===== src/rtl/fsram_read_ctrl.sv =====
// Frame-scan read controller for the feature-map SRAMs.
// Issues kernel-row reads and a Data_process code stream aligned to SRAM data.
module fsram_read_ctrl #(
  parameter int H_IMG  = 16,
  parameter int W_IMG  = 16,
  parameter int ADDR_W = 10
) (
  input  logic                       clk,
  input  logic                       rst,
  input  logic                       start,
  input  logic                       sram_sel,
  output logic                       rd_en_1,
  output logic                       rd_en_2,
  output logic [ADDR_W-1:0]          rd_addr,
  output logic [2:0]                 data_process,
  output logic                       FSRAM1,
  output logic                       FSRAM2,
  output logic [$clog2(H_IMG)-1:0]   out_row,
  output logic                       busy,
  output logic                       done
);

  localparam int N  = W_IMG / 2;
  localparam int RW = $clog2(H_IMG);
  localparam int CW = $clog2(2 * N);

  localparam logic [1:0] S_IDLE  = 2'd0;
  localparam logic [1:0] S_RUN   = 2'd1;
  localparam logic [1:0] S_DRAIN = 2'd2;
  localparam logic [1:0] S_FIN   = 2'd3;

  localparam logic [2:0] DP_IDLE  = 3'd0;
  localparam logic [2:0] DP_PAD   = 3'd1;
  localparam logic [2:0] DP_HEAD  = 3'd2;
  localparam logic [2:0] DP_TAIL  = 3'd4;
  localparam logic [2:0] DP_FRONT = 3'd5;
  localparam logic [2:0] DP_BACK  = 3'd6;

  localparam logic [CW-1:0] C_LAST = CW'(2 * N - 1);
  localparam logic [RW-1:0] R_LAST = RW'(H_IMG - 1);

  logic [1:0]        state_q;
  logic [RW-1:0]     row_q;
  logic [1:0]        slot_q;
  logic [CW-1:0]     cyc_q;
  logic              dcnt_q;
  logic              sel_q;
  logic [ADDR_W-1:0] addr_q;

  logic [2:0]        s1_code;
  logic              s1_f1;
  logic              s1_f2;
  logic [RW-1:0]     s1_row;

  logic              run;
  logic              pad;
  logic              slot_end;
  logic              frame_end;
  logic              iss_rd;
  logic [2:0]        iss_code;
  logic [ADDR_W-1:0] iss_addr;
  logic [31:0]       krow;
  logic [31:0]       word;

  always_comb begin
    run       = state_q == S_RUN;
    slot_end  = cyc_q == C_LAST;
    frame_end = slot_end && slot_q == 2'd2 && row_q == R_LAST;
    pad       = (row_q == '0 && slot_q == 2'd0) ||
                (row_q == R_LAST && slot_q == 2'd2);
    krow      = 32'(row_q) + 32'(slot_q) - 32'd1;
    // cycle 0 reads word 0, then each word w is read twice at cycles 2w-1, 2w
    word      = (32'(cyc_q) + 32'd1) >> 1;
    iss_addr  = ADDR_W'(krow * 32'(N) + word);
    iss_rd    = 1'b0;
    iss_code  = DP_IDLE;
    if (run) begin
      unique case (1'b1)
        pad:
          iss_code = (cyc_q == '0) ? DP_PAD : DP_TAIL;
        !pad && slot_end:
          iss_code = DP_TAIL;
        default: begin
          iss_rd   = 1'b1;
          iss_code = (cyc_q == '0) ? DP_HEAD :
                     cyc_q[0]      ? DP_FRONT : DP_BACK;
        end
      endcase
    end
  end

  assign rd_en_1 = iss_rd & ~sel_q;
  assign rd_en_2 = iss_rd & sel_q;
  assign rd_addr = iss_rd ? iss_addr : addr_q;
  assign busy    = state_q != S_IDLE;
  assign done    = state_q == S_FIN;

  always_ff @(posedge clk) begin
    if (rst) begin
      state_q <= S_IDLE;
      row_q   <= '0;
      slot_q  <= '0;
      cyc_q   <= '0;
      dcnt_q  <= 1'b0;
      sel_q   <= 1'b0;
    end else begin
      unique case (state_q)
        S_IDLE: begin
          if (start) begin
            state_q <= S_RUN;
            sel_q   <= sram_sel;
            row_q   <= '0;
            slot_q  <= '0;
            cyc_q   <= '0;
          end
        end
        S_RUN: begin
          if (frame_end) begin
            state_q <= S_DRAIN;
            dcnt_q  <= 1'b0;
          end
          if (slot_end) begin
            cyc_q <= '0;
            if (slot_q == 2'd2) begin
              slot_q <= '0;
              row_q  <= row_q + 1'b1;
            end else begin
              slot_q <= slot_q + 1'b1;
            end
          end else begin
            cyc_q <= cyc_q + 1'b1;
          end
        end
        S_DRAIN: begin
          dcnt_q <= ~dcnt_q;
          if (dcnt_q) state_q <= S_FIN;
        end
        default: state_q <= S_IDLE;
      endcase
    end
  end

  always_ff @(posedge clk) begin
    if (rst) begin
      addr_q <= '0;
    end else if (iss_rd) begin
      addr_q <= iss_addr;
    end
  end

  // two-stage delay: SRAM read latency, then the Data_process input register
  always_ff @(posedge clk) begin
    if (rst) begin
      s1_code      <= DP_IDLE;
      s1_f1        <= 1'b0;
      s1_f2        <= 1'b0;
      s1_row       <= '0;
      data_process <= DP_IDLE;
      FSRAM1       <= 1'b0;
      FSRAM2       <= 1'b0;
      out_row      <= '0;
    end else begin
      s1_code      <= iss_code;
      s1_f1        <= run & ~sel_q;
      s1_f2        <= run & sel_q;
      s1_row       <= run ? row_q : '0;
      data_process <= s1_code;
      FSRAM1       <= s1_f1;
      FSRAM2       <= s1_f2;
      out_row      <= s1_row;
    end
  end

endmodule

===== config.mk =====
export PLATFORM = sky130hd
export DESIGN_NAME = fsram_read_ctrl
export DESIGN_NICKNAME = d
export VERILOG_FILES = /design/src/rtl/fsram_read_ctrl.sv
export SDC_FILE = /design/constraint.sdc
export NUM_CORES = 1
export LEC_CHECK = 0
export CORE_ASPECT_RATIO = 0.5
export CORE_UTILIZATION = 55
export CTS_CLUSTER_SIZE = 16
export DETAILED_ROUTE_END_ITERATION = 10
export PLACE_DENSITY = 0.79
export SKIP_LAST_GASP = 1
export SYNTH_ARGS = -nofsm -noshare
export SYNTH_HDL_FRONTEND = slang
export SYNTH_SLANG_ARGS = --single-unit

===== constraint.sdc =====
create_clock -name clk -period 3.28 [get_ports clk]
set_input_delay 0.328 -clock clk [delete_from_list [all_inputs] [get_ports clk]]
set_output_delay 0.328 -clock clk [all_outputs]
set_load 0.01 [all_outputs]

-- Word-level counts from Yosys, hierarchy flattened
Index checks and enable logic that the tools add are counted.
- add/sub/neg operators: 7
- eq/ne operators: 11
- multiplexer cells: 23
- bitwise gates (word level): 7
- reductions and logical operators: 22
- operator list (cell ; count):
    2-to-1 mux 4 bit ; 4
    one-hot mux 4 bit (2 select lines) ; 2
    2-to-1 mux 2 bit ; 7
    adder 9 x 5 -> 10 bit ; 1
    2-to-1 mux 10 bit ; 1
    adder 4 x 1 -> 4 bit, second input constant ; 2
    == test 4 bit, second input constant ; 2
    zero test 4 bit ; 2
    == test 2 bit, second input constant ; 3
    2-to-1 mux 3 bit ; 2
    inequality test 2 x 1 -> 1 bit, second input constant ; 3
    one-hot mux 2 bit (3 select lines) ; 1
    one-hot mux 3 bit (2 select lines) ; 1
    AND reduction 2 bit ; 3
    AND reduction 3 bit ; 2
    nonzero test 2 bit ; 3
    subtractor 5 x 1 -> 6 bit, second input constant ; 1
    adder 4 x 1 -> 5 bit, second input constant ; 1
    adder 4 x 2 -> 5 bit ; 1
    logical AND 1 bit ; 5
    AND 1 bit ; 4
    zero test 2 bit ; 2
    inequality test 2 bit, second input constant ; 2
    one-hot mux 2 bit (2 select lines) ; 1
    other kinds (9) ; 14
- bits in registers: 42
- bits of input ports: 4
- output and inout bits: 23
- word-level logic and storage cells: 85

-- Logic depth before layout (Yosys ltp)
- word-level depth: 9
- gate-level depth with buffers: 9
- mapped depth without buffers: 9

-- Worst setup path before layout
No wires, ideal clock.
- path type: reg-to-output
- from: register slot_q[1]
- to: output rd_addr[8]
- data arrival time: 2.245 ns
- required time: 2.952 ns
- path slack: 0.707 ns
- cell stages (with the launch flop): 10
- buffers on the path: 0
- cell sequence: dfxtp_1 inv_1 ha_1 inv_1 ha_1 fa_1 xnor2_1 o2111ai_1 a21o_1 a31oi_1
- word-level cells in the longest chain between the ends: 9
- elaborated cells between the ends (all ways): 14
- classes of those cells: 3 x add/sub; 1 x eq/ne; 3 x mux; 7 x reduce/logical
- RTL lines (what ; line ; source):
    start: declaration ; 44 ; logic [1:0] slot_q;
    start signal: assignment ; 128 ; slot_q <= slot_q + 1'b1;
    branches (longest 8 deep; another with adder 9 x 5 -> 10 bit) ; -- ;
    2-to-1 mux 10 bit * ; -- ;
    end: declaration ; 14 ; output logic [ADDR_W-1:0] rd_addr,
Every way passes the cells marked *.

-- Worst setup path in the final report
- from: register row_q[1]
- to: output rd_addr[9]
- word-level cells in the longest chain between the ends: 9
- elaborated cells between the ends (all ways): 14
- classes of those cells: 3 x add/sub; 1 x eq/ne; 3 x mux; 7 x reduce/logical
- RTL lines (what ; line ; source):
    start: declaration ; 43 ; logic [RW-1:0] row_q;
    start signal: assignment ; 126 ; row_q <= row_q + 1'b1;
    branches (longest 8 deep; another with adder 9 x 5 -> 10 bit) ; -- ;
    2-to-1 mux 10 bit * ; -- ;
Marks and branches as above.

==> flow_metrics.py <==
metrics = {
    "clock_tree": {
        "h-tree-depth": 2,
        "path_clk_slew_ns": 0.08,
        "worstSkewPairLatency_ns": 0.29,
        "clock_path_buffers": 2,
        "ctsHoldBuffers": 0,
        "cts.sinks": 42,
        "cts_made_buffers": 5,
        "cts_tree": "done",
        "root_buffer": "clkbuf_8",
        "postCtsSetupBuffers": 0,
    },
    "power_and_ir_drop": {
        "power-per-cell-area_mw_per_mm2": 475,
        "p_leak_nw": 1.07,
        "p_int_mw": 0.826,
        "irDropWorstVdd_mv": 0.360,
        "seqPwrFrac_pct": 46.0,
        "power_frac_comb_pct": 25.5,
        "p_sw_mw": 0.393,
        "p_sw_share_pct": 32.3,
        "clock_power_share_pct": 28.4,
        "p_total_mw": 1.22,
    },
    "sta": {
        "finalCritPeriodShare_pct": 94.8,
        "rsz0062_at_grt": "yes",
        "worst_slack_ns": 0.172,
        "tightest_slew_ns": 0.451,
        "hold_viol": 0,
        "fin_skew_ns": 0.00493,
        "drv_slew": 0,
        "fin_crit_ns": 3.11,
        "finalSetupViolations": 0,
        "slew_headroom_pct": 69.7,
        "timing.fmax_mhz": 322,
    },
    "cells_and_area": {
        "drive_above_1_share_pct": 11.5,
        "area_growth_pct": 19.9,
        "nFillCells": 271,
        "seqCellArea_um2": 843,
        "design_area_mm2": 0.00257,
        "instances_no_fill": 313,
        "nets": 285,
        "diodes": 0,
        "multiInputGateArea_mm2": 0.00119,
        "final_util_pct": 71.7,
    },
    "critical_path": {
        "path_buf_inv": 3,
        "cp.arrival_ns": 2.78,
        "crit_family": "adder cells",
        "cp_cell_sequence": "inv_1 -> ha_1 -> inv_1 -> ha_1 -> fa_2 -> xnor2_2 -> and3_1 -> a21boi_1 -> o31ai_1 -> dlygate4sd2_1",
        "crit_type": "register to primary output",
        "end_kind": "primary output",
        "critPathRequiredTime_ns": 2.95,
        "crit_slowest_cell": "fa_2",
        "worstPathMaxFanout": 4,
        "startpoint_type": "register",
        "critical_path.max_stage_delay_ns": 0.38,
    },
    "detailed_routing": {
        "vias": 1745,
        "drtPass1Iterations": 4,
        "wl_per_cell_um": 14.2,
        "initialDrtViolationCount": 104,
        "detail-route-antenna-nets": 0,
        "drt_wl_total_um": 4440,
        "vias_per_cell": 5.58,
        "drc": 0,
    },
    "floorplan": {
        "num_rows": 15,
        "dieArea_mm2": 0.00416,
        "coreArea_mm2": 0.00358,
        "die_x_um": 90.3,
        "io-pin-count": 27,
        "die_height_um": 46.1,
        "initial_core_util_pct": 59.8,
    },
    "flow_run": {
        "drv_cap": 0,
    },
    "global_routing": {
        "grt_pass1_wl_um": 7230,
        "antenna_found_initial": 0,
        "overflow": 0,
        "grt_max_degree": 29,
        "grt_usage_pct": 22.9,
        "grt_pass1_vias": 1563,
    },
    "logic_synthesis": {
        "synthSimpleGateAreaFrac_pct": 22.1,
        "synth_cell_types": 52,
        "ys.flop_type": "dfxtp_1",
        "synth_warnings": 0,
        "syn_area_mm2": 0.00214,
        "synthArstFlopShare_pct": 0,
        "synth_xor_area_share_pct": 2.04,
        "synth_compound_area_share_pct": 15.4,
        "seq_area_frac_synth_pct": 39.3,
        "synth_top_family_by_area": "simple AND/OR/NAND/NOR gates",
        "syn-num-nets": 258,
        "synth-edff-count": 0,
        "synth_seq_cells": 42,
        "synthMuxAreaShare_pct": 3.45,
        "netlist_instances": 234,
        "synthAdderAreaFrac_pct": 12.0,
        "postSynthAreaPerCell_um2": 9.15,
    },
    "place": {
        "gp_congestion": 0.911,
        "pre_cts_slack_ns": 0.0904,
        "dpl.hpwl_um": 3260,
        "placed_area_mm2": 0.00245,
        "port_buffers": 26,
        "placedCellCount": 305,
    },
    "worst_hold_path": {
        "min_path_type": "register to register",
    },
    "status": {
        "outcome": "complete, no violations",
    },
}
==> flip-flops by register name, indices dropped and copies added (netlist names), 2 cells and up <==
name / cells
s1_code: 3
cyc_q: 4
data_process: 3
s1_row: 4
state_q: 2
row_q: 4
out_row: 4
slot_q: 2
addr_q: 10
==> cell type report <==
type | instances | share of cell area [%]
clock buffers | 6 | 3.21
clock inverters | 2 | 0.487
inverters | 20 | 2.92
multi-input cells | 161 | 46.5
flip-flops and latches | 42 | 32.8
well taps | 51 | 2.48
repair buffers | 31 | 11.5
==> worst paths after layout <==
| path | startpoint | endpoint | slack (ns) | cells past startpoint |
|---|---|---|---|---|
| worst min-delay path | s1_row[2] | out_row[2] | 0.44 | 1 |
| worst min register to register | s1_row[2] | out_row[2] | 0.44 | 1 |
| worst max-delay path | row_q[1] | rd_addr[9] | 0.17 | 10 |
| worst max register to register | row_q[1] | addr_q[8] | 0.86 | 9 |
==> Yosys cell counts (2+ instances only) <==
master / instances / area, um^2
a32o_1: 2 / 20.0
nand3_1: 10 / 50.1
a21oi_1: 11 / 55.1
nand4b_1: 2 / 17.5
a211oi_1: 2 / 15.0
nor2_1: 16 / 60.1
and4_1: 3 / 26.3
xor2_1: 3 / 26.3
nand2b_1: 3 / 18.8
nand2_1: 12 / 45.0
xnor2_1: 2 / 17.5
mux2_2: 3 / 33.8
o21ai_0: 6 / 30.0
mux2_4: 2 / 30.0
o21a_1: 3 / 22.5
nor3_1: 2 / 10.0
or4_1: 3 / 22.5
nor2b_1: 11 / 68.8
a21o_1: 2 / 15.0
and2_1: 9 / 56.3
a31oi_1: 3 / 18.8
a21boi_0: 2 / 15.0
o31ai_1: 3 / 22.5
buf_2: 5 / 25.0
and3_1: 3 / 18.8
inv_1: 20 / 75.1
clkbuf_1: 4 / 15.0
ha_1: 19 / 238
nand4_1: 4 / 25.0
dfxtp_1: 42 / 841
==> per-stage QoR <==
step | setup TNS (ns) | hold slack (ns)
finish | 0 | 0.438
global route | -0.00516 | 0.460
global placement | 0 | 0.419
CTS | 0 | 0.440
floorplan | 0 | 0.414
detailed placement | 0 | 0.421
==> worst reg2reg max path: stages, from the launching register on <==
cell and delay, ns:
dfxtp_2 0.35, inv_1 0.08, ha_1 0.28, inv_1 0.04, ha_1 0.23, fa_2 0.59, and4b_1 0.20, o2111ai_1 0.13
a21o_1 0.22, a311oi_1 0.23
==> power groups by stage <==
stage / Sequential (mW) / Clock (mW) / Combinational, mW
global route: 0.564 / 0.372 / 0.346
finish: 0.561 / 0.347 / 0.312
global placement: 0.571 / 0 / 0.301
floorplan: 0.569 / 0 / 0.224
CTS: 0.561 / 0.353 / 0.309
detailed placement: 0.573 / 0 / 0.307
==> cell usage in the layout (no fill, tap or decap), types with 4 or more instances in the layout <==
cell type,count
a21oi_1,11
and2_1,9
buf_4,5
clkbuf_8,6
clkdlybuf4s50_1,22
dfxtp_1,40
ha_1,19
inv_1,20
nand2_1,12
nand3_1,10
nand4_1,4
nor2_1,16
nor2b_1,11
o21ai_0,6
==> kinds of logic after synthesis <==
group,after synthesis
simple gates,83
fa+ha+maj,20
flops,42
xor+xnor,5
mux,6
buf+inv,31
compound gates,47
==> layer usage <==
metal | global-route usage, % | up-vias | wire length [um]
met2 | 40.3 | 35 | 2090
met5 | 0 | - | 0
met4 | 6.45 | 0 | 38
li1 | - | 873 | -
met1 | 28.3 | 830 | 2100
met3 | 6.60 | 7 | 205
==> repair_timing <==
item / in CTS / in global routing
endpoints found under the setup margin: 4 / 4
pin swaps: 0 / 0
gates resized for setup: 6 / 6
(Power assumes the default switching activity.)
==> RTL change 1 (same settings) <==
Register the inputs `start` and `sram_sel` before use, cleared by the reset. The logic sees them one clock later.
--- a/src/rtl/fsram_read_ctrl.sv
+++ b/src/rtl/fsram_read_ctrl.sv
@@ -39,4 +39,17 @@
   localparam logic [CW-1:0] C_LAST = CW'(2 * N - 1);
   localparam logic [RW-1:0] R_LAST = RW'(H_IMG - 1);
+
+  logic start_q;
+  logic sram_sel_q;
+
+  always_ff @(posedge clk) begin
+    if (rst) begin
+      start_q    <= '0;
+      sram_sel_q <= '0;
+    end else begin
+      start_q    <= start;
+      sram_sel_q <= sram_sel;
+    end
+  end
 
   logic [1:0]        state_q;
@@ -107,7 +120,7 @@
       unique case (state_q)
         S_IDLE: begin
-          if (start) begin
+          if (start_q) begin
             state_q <= S_RUN;
-            sel_q   <= sram_sel;
+            sel_q   <= sram_sel_q;
             row_q   <= '0;
             slot_q  <= '0;
Formal check against the unedited RTL: not equivalent (Yosys sat finds a counterexample within 4 cycles, from zero or initial values and one cycle with rst high).
==> RTL change 1 against the unedited design <==
- area after synthesis increased by 1.3%
- sequential cell count increased by 2
- global-route usage increased by 0.63 points
- cell area increased by 1.7%
- die area increased by 1.3%
- combinational power increased by 45%
- core utilization increased by 0.84 points
- routed wire length decreased by 2.3%
- synthesized cell count increased by 0.85%
- first-iteration DRC count increased by 14%
- total power increased by 19%
- worst setup slack got worse by 0.0063 ns
- critical endpoint is now rd_addr[5]
- highest routed layer unchanged
==> RTL change 1: results (changes against the unedited design) <==
* Drt initial violations at 119 (+14%)
* Library cells used by synthesis at 51 (-1.9%)
* # nets final at 289 (+1.4%)
* Post-Synth XOR/XNOR Area at 2.02% (-0.027 points)
* Synth top cells by count: dfxtp_1, inv_1, ha_1, nand2_1, nor2_1
* Synth top area cells: dfxtp_1, ha_1, nor2b_1
* CP max-delay cell: clkdlybuf4s50_1
* Relative slew margins at 33.6% (-36 points)
* GP Congestion at 0.821 (-9.9%)
* Fin crit period at 3.11 ns (+0.00628 ns)
* Multiplexer share of the synthesized area at 3.05% (-0.39 points)
* Routed length per instance at 13.7 um (-3.5%)
* CP arrival at 2.79 ns (about the same)
* Placed cell area at 2480 sq um (+1.2%)
* Synth Area in Adders at 11.9% (-0.16 points)
* Fill cell count at 276 (+1.8%)
* Clock power share at 27.7% (-0.7 points)
* Sequential Power Share at 41.3% (-4.7 points)
* Sequential cell area fraction in the yosys report at 40.6% (+1.3 points)
* Placed cells at 308 (+0.98%)
* Status: finished clean
* Peak supply drop at 0.000308 V (-14%)
* R2R Setup Slk at 0.90 ns (+0.04 ns)
* Vias at 1757 (+0.69%)
* First-pass GRT wire length at 7530 um (+4.1%)
* Switching share of power at 31.7% (-0.57 points)
* P_sw at 0.461 mW (+17%)
* Leak at 1.06 nW (-0.79%)
* Vias/cell at 5.54 (-0.58%)
* DP Worst Slack at 0.0551 ns (-0.0353 ns)
* Syn Nets at 260 (+0.78%)
* Post-synthesis compound-gate area fraction at 14.4% (-1.0 points)
RTL change 1: cell types whose count changed in the layout (fill, tap and decap cells not counted), sizes merged, moves of 3 or more:
cell    delta
nand2      +4
a211oi     +3
nor2b      +3
o21a       -3
RTL change 1: worst reg2reg max path: stages (launching register included):
cell and delay, ns:
dfxtp_2 0.35, inv_1 0.08, ha_1 0.28, inv_1 0.04
ha_2 0.20, fa_2 0.56, and4b_1 0.20, o2111ai_1 0.14
a21o_1 0.22, a311oi_1 0.22
RTL change 1: cell type report:
type	instances	area, sq um	area share [%]
clock buffer	6	72.6	2.78
timing repair buffer	30	289	11.1
clock inverter	2	35.0	1.34
multi-input combinational	162	1190	45.4
inverter	22	83.8	3.21
sequential	44	882	33.8
tap	51	63.8	2.44
RTL change 1: what timing repair did:
action,CTS,global route
pin swaps,2,0
buffers inserted,1,0
resized for setup,6,4
setup endpoints to repair,3,3
RTL change 1: how the worst min path moves through the flow:
stage                            endpoint                  from  cells past startpoint  slack, ns
global route        out_row[2]$_SDFF_PP0_  s1_row[2]$_SDFF_PP0_                      1       0.46
detailed placement  out_row[3]$_SDFF_PP0_  s1_row[3]$_SDFF_PP0_                      1       0.43
global placement    out_row[2]$_SDFF_PP0_  s1_row[2]$_SDFF_PP0_                      1       0.42
CTS                 out_row[3]$_SDFF_PP0_  s1_row[3]$_SDFF_PP0_                      1       0.44
finish              out_row[2]$_SDFF_PP0_  s1_row[2]$_SDFF_PP0_                      1       0.44
floorplan               FSRAM1$_SDFF_PP0_      s1_f1$_SDFF_PP0_                      1       0.41
RTL change 1: per-layer routing:
| layer | wire [um] | GRT usage, % |
|---|---|---|
| met5 | 0 | 0 |
| met4 | 49 | 6.98 |
| met3 | 180 | 5.94 |
| met2 | 1900 | 40.9 |
| met1 | 2210 | 29.8 |
==> RTL change 2 (config.mk and constraints unchanged) <==
Made on the original files. Set the parameter `ADDR_W` to 8 (it was 10).
--- a/src/rtl/fsram_read_ctrl.sv
+++ b/src/rtl/fsram_read_ctrl.sv
@@ -4,5 +4,5 @@
   parameter int H_IMG  = 16,
   parameter int W_IMG  = 16,
-  parameter int ADDR_W = 10
+  parameter int ADDR_W = 8
 ) (
   input  logic                       clk,
Ports: changed (resized rd_addr); port bits go from 27 to 25. The function was not compared with the original's and may differ.
==> RTL change 2 against the unedited design <==
- sequential cell count fell by 2
- total power rose by 18%
- synthesized cell count fell by 12%
- die area fell by 6.8%
- cell area fell by 7.8%
- first-iteration DRC count fell by 19%
- register-to-register slack got worse by 0.05 ns
- area after synthesis fell by 7.1%
- worst setup slack got worse by 0.016 ns
- routed wire length fell by 18%
==> RTL change 2: results (changes against the unedited design) <==
* Status: finished clean
* Peak supply drop at 0.000263 V (-27%)
* N_diodes at 0 (unchanged)
* Sequential cell area fraction in the yosys report at 40.2% (+0.97 points)
* Number of global-route vias before repair at 1305 (-17%)
* Non-clk invs at 19 (-5.0%)
* IO Port Bufs at 24 (-7.7%)
* Library cells used by synthesis at 47 (-9.6%)
* Sink of the worst hold path: out_row[1]$_SDFF_PP0_
* Vias/cell at 5.23 (-6.2%)
* Syn Nets at 230 (-11%)
* Die Footprint at 3880 sq um (-6.8%)
* Post-Synth XOR/XNOR Area at 2.20% (+0.16 points)
* Wire length on met1 at 1860 um (-11%)
* Met3 Resource Use GR at 6.90% (+0.30 points)
* Syn Area/Cell at 9.62 sq um (+5.1%)
* Placed cells at 275 (-9.8%)
* Met1 usage at 27.0% (-1.4 points)
* Nonclk buf count at 26 (-16%)
* # nets final at 254 (-11%)
* R2R Setup Slk at 0.81 ns (-0.05 ns)
* Post-synthesis compound-gate area fraction at 13.7% (-1.7 points)
* GRT Overall Usage at 21.1% (-1.7 points)
* Multiplexer share of the synthesized area at 4.40% (+0.95 points)
* Largest net degree at the start of global routing at 22 (-24%)
* Clock Skew at 0.00313 ns (-0.00180 ns)
* Grt met2 use at 33.5% (-6.8 points)
* Drt initial violations at 84 (-19%)
* GP Congestion at 0.851 (-6.6%)
* CP arrival at 2.80 ns (+0.02 ns)
* Routed WL at 3650 um (-18%)
* Placed cell area at 2270 sq um (-7.7%)
* Buffering overhead at 10.8% (-0.71 points)
* Crit path largest cell delay at 0.36 ns (-0.02 ns)
* Layout cell share with drive strength beyond 1 at 13.8% (+2.3 points)
* Final-layout clock-cell area share at 3.70% (about the same)
* Fill cell count at 279 (+3.0%)
* Synth Area in Adders at 12.3% (+0.29 points)
* Hold WS at 0.438 ns (+0.000568 ns)
* Slew @ Worst Pin at 1.31 ns (+0.854 ns)
* Met3 wire length at 136 um (-34%)
* DP Wirelength at 2620 um (-20%)
* Critical Path End: rd_addr[7]
* Fin crit period at 3.12 ns (+0.0163 ns)
* Cell Pwr Density at 608 nW/um^2 (+28%)
* Leak at 0.939 nW (-12%)
* Reg2Reg Launch Point: state_q[0]$_SDFFE_PP0P_
* Number of flip-flops and latches at 40 (-4.8%)
* Switching share of power at 35.1% (+2.9 points)
* #MultiIn Comb at 139 (-14%)
* Worst R2R Path Depth at 6 (-3)
* Vias at 1480 (-15%)
* First-pass GRT wire length at 5990 um (-17%)
* Hold_sp: s1_row[1]$_SDFF_PP0_
* Fraction of area in multi-input gates at 45.8% (-0.69 points)
* Worst reg2reg path endpoint: row_q[3]$_SDFFE_PP0P_
* Seq/total area at 33.9% (+1.1 points)
* Synth top cells by count: dfxtp_1, inv_1, nor2b_1, ha_1, nor2_1
==> RTL change 2: cell types whose count changed after synthesis, moves of 3 or more <==
cell and delta:
nor2b_1 +8, and2_1 -7, nand2_1 -5, nand2b_1 +5, nand3_1 -4, a31oi_1 -3
and3_1 -3, and4_1 -3, buf_2 -3, mux2_2 +3, nor2_1 -3, o21a_1 -3
==> RTL change 2: power groups by stage <==
stage | sequential (mW) | combinational [mW] | clock (mW)
after global routing | 0.578 | 0.608 | 0.348
after floorplan | 0.575 | 0.385 | 0
after detailed placement | 0.582 | 0.539 | 0
after CTS | 0.570 | 0.551 | 0.327
final | 0.571 | 0.549 | 0.320
after global placement | 0.578 | 0.523 | 0
==> RTL change 2: what timing repair did <==
item / in CTS / in global routing
gates resized for setup: 5 / 1
setup endpoints to repair: 1 / 1
pin swaps: 1 / 1
gates cloned: 0 / 0
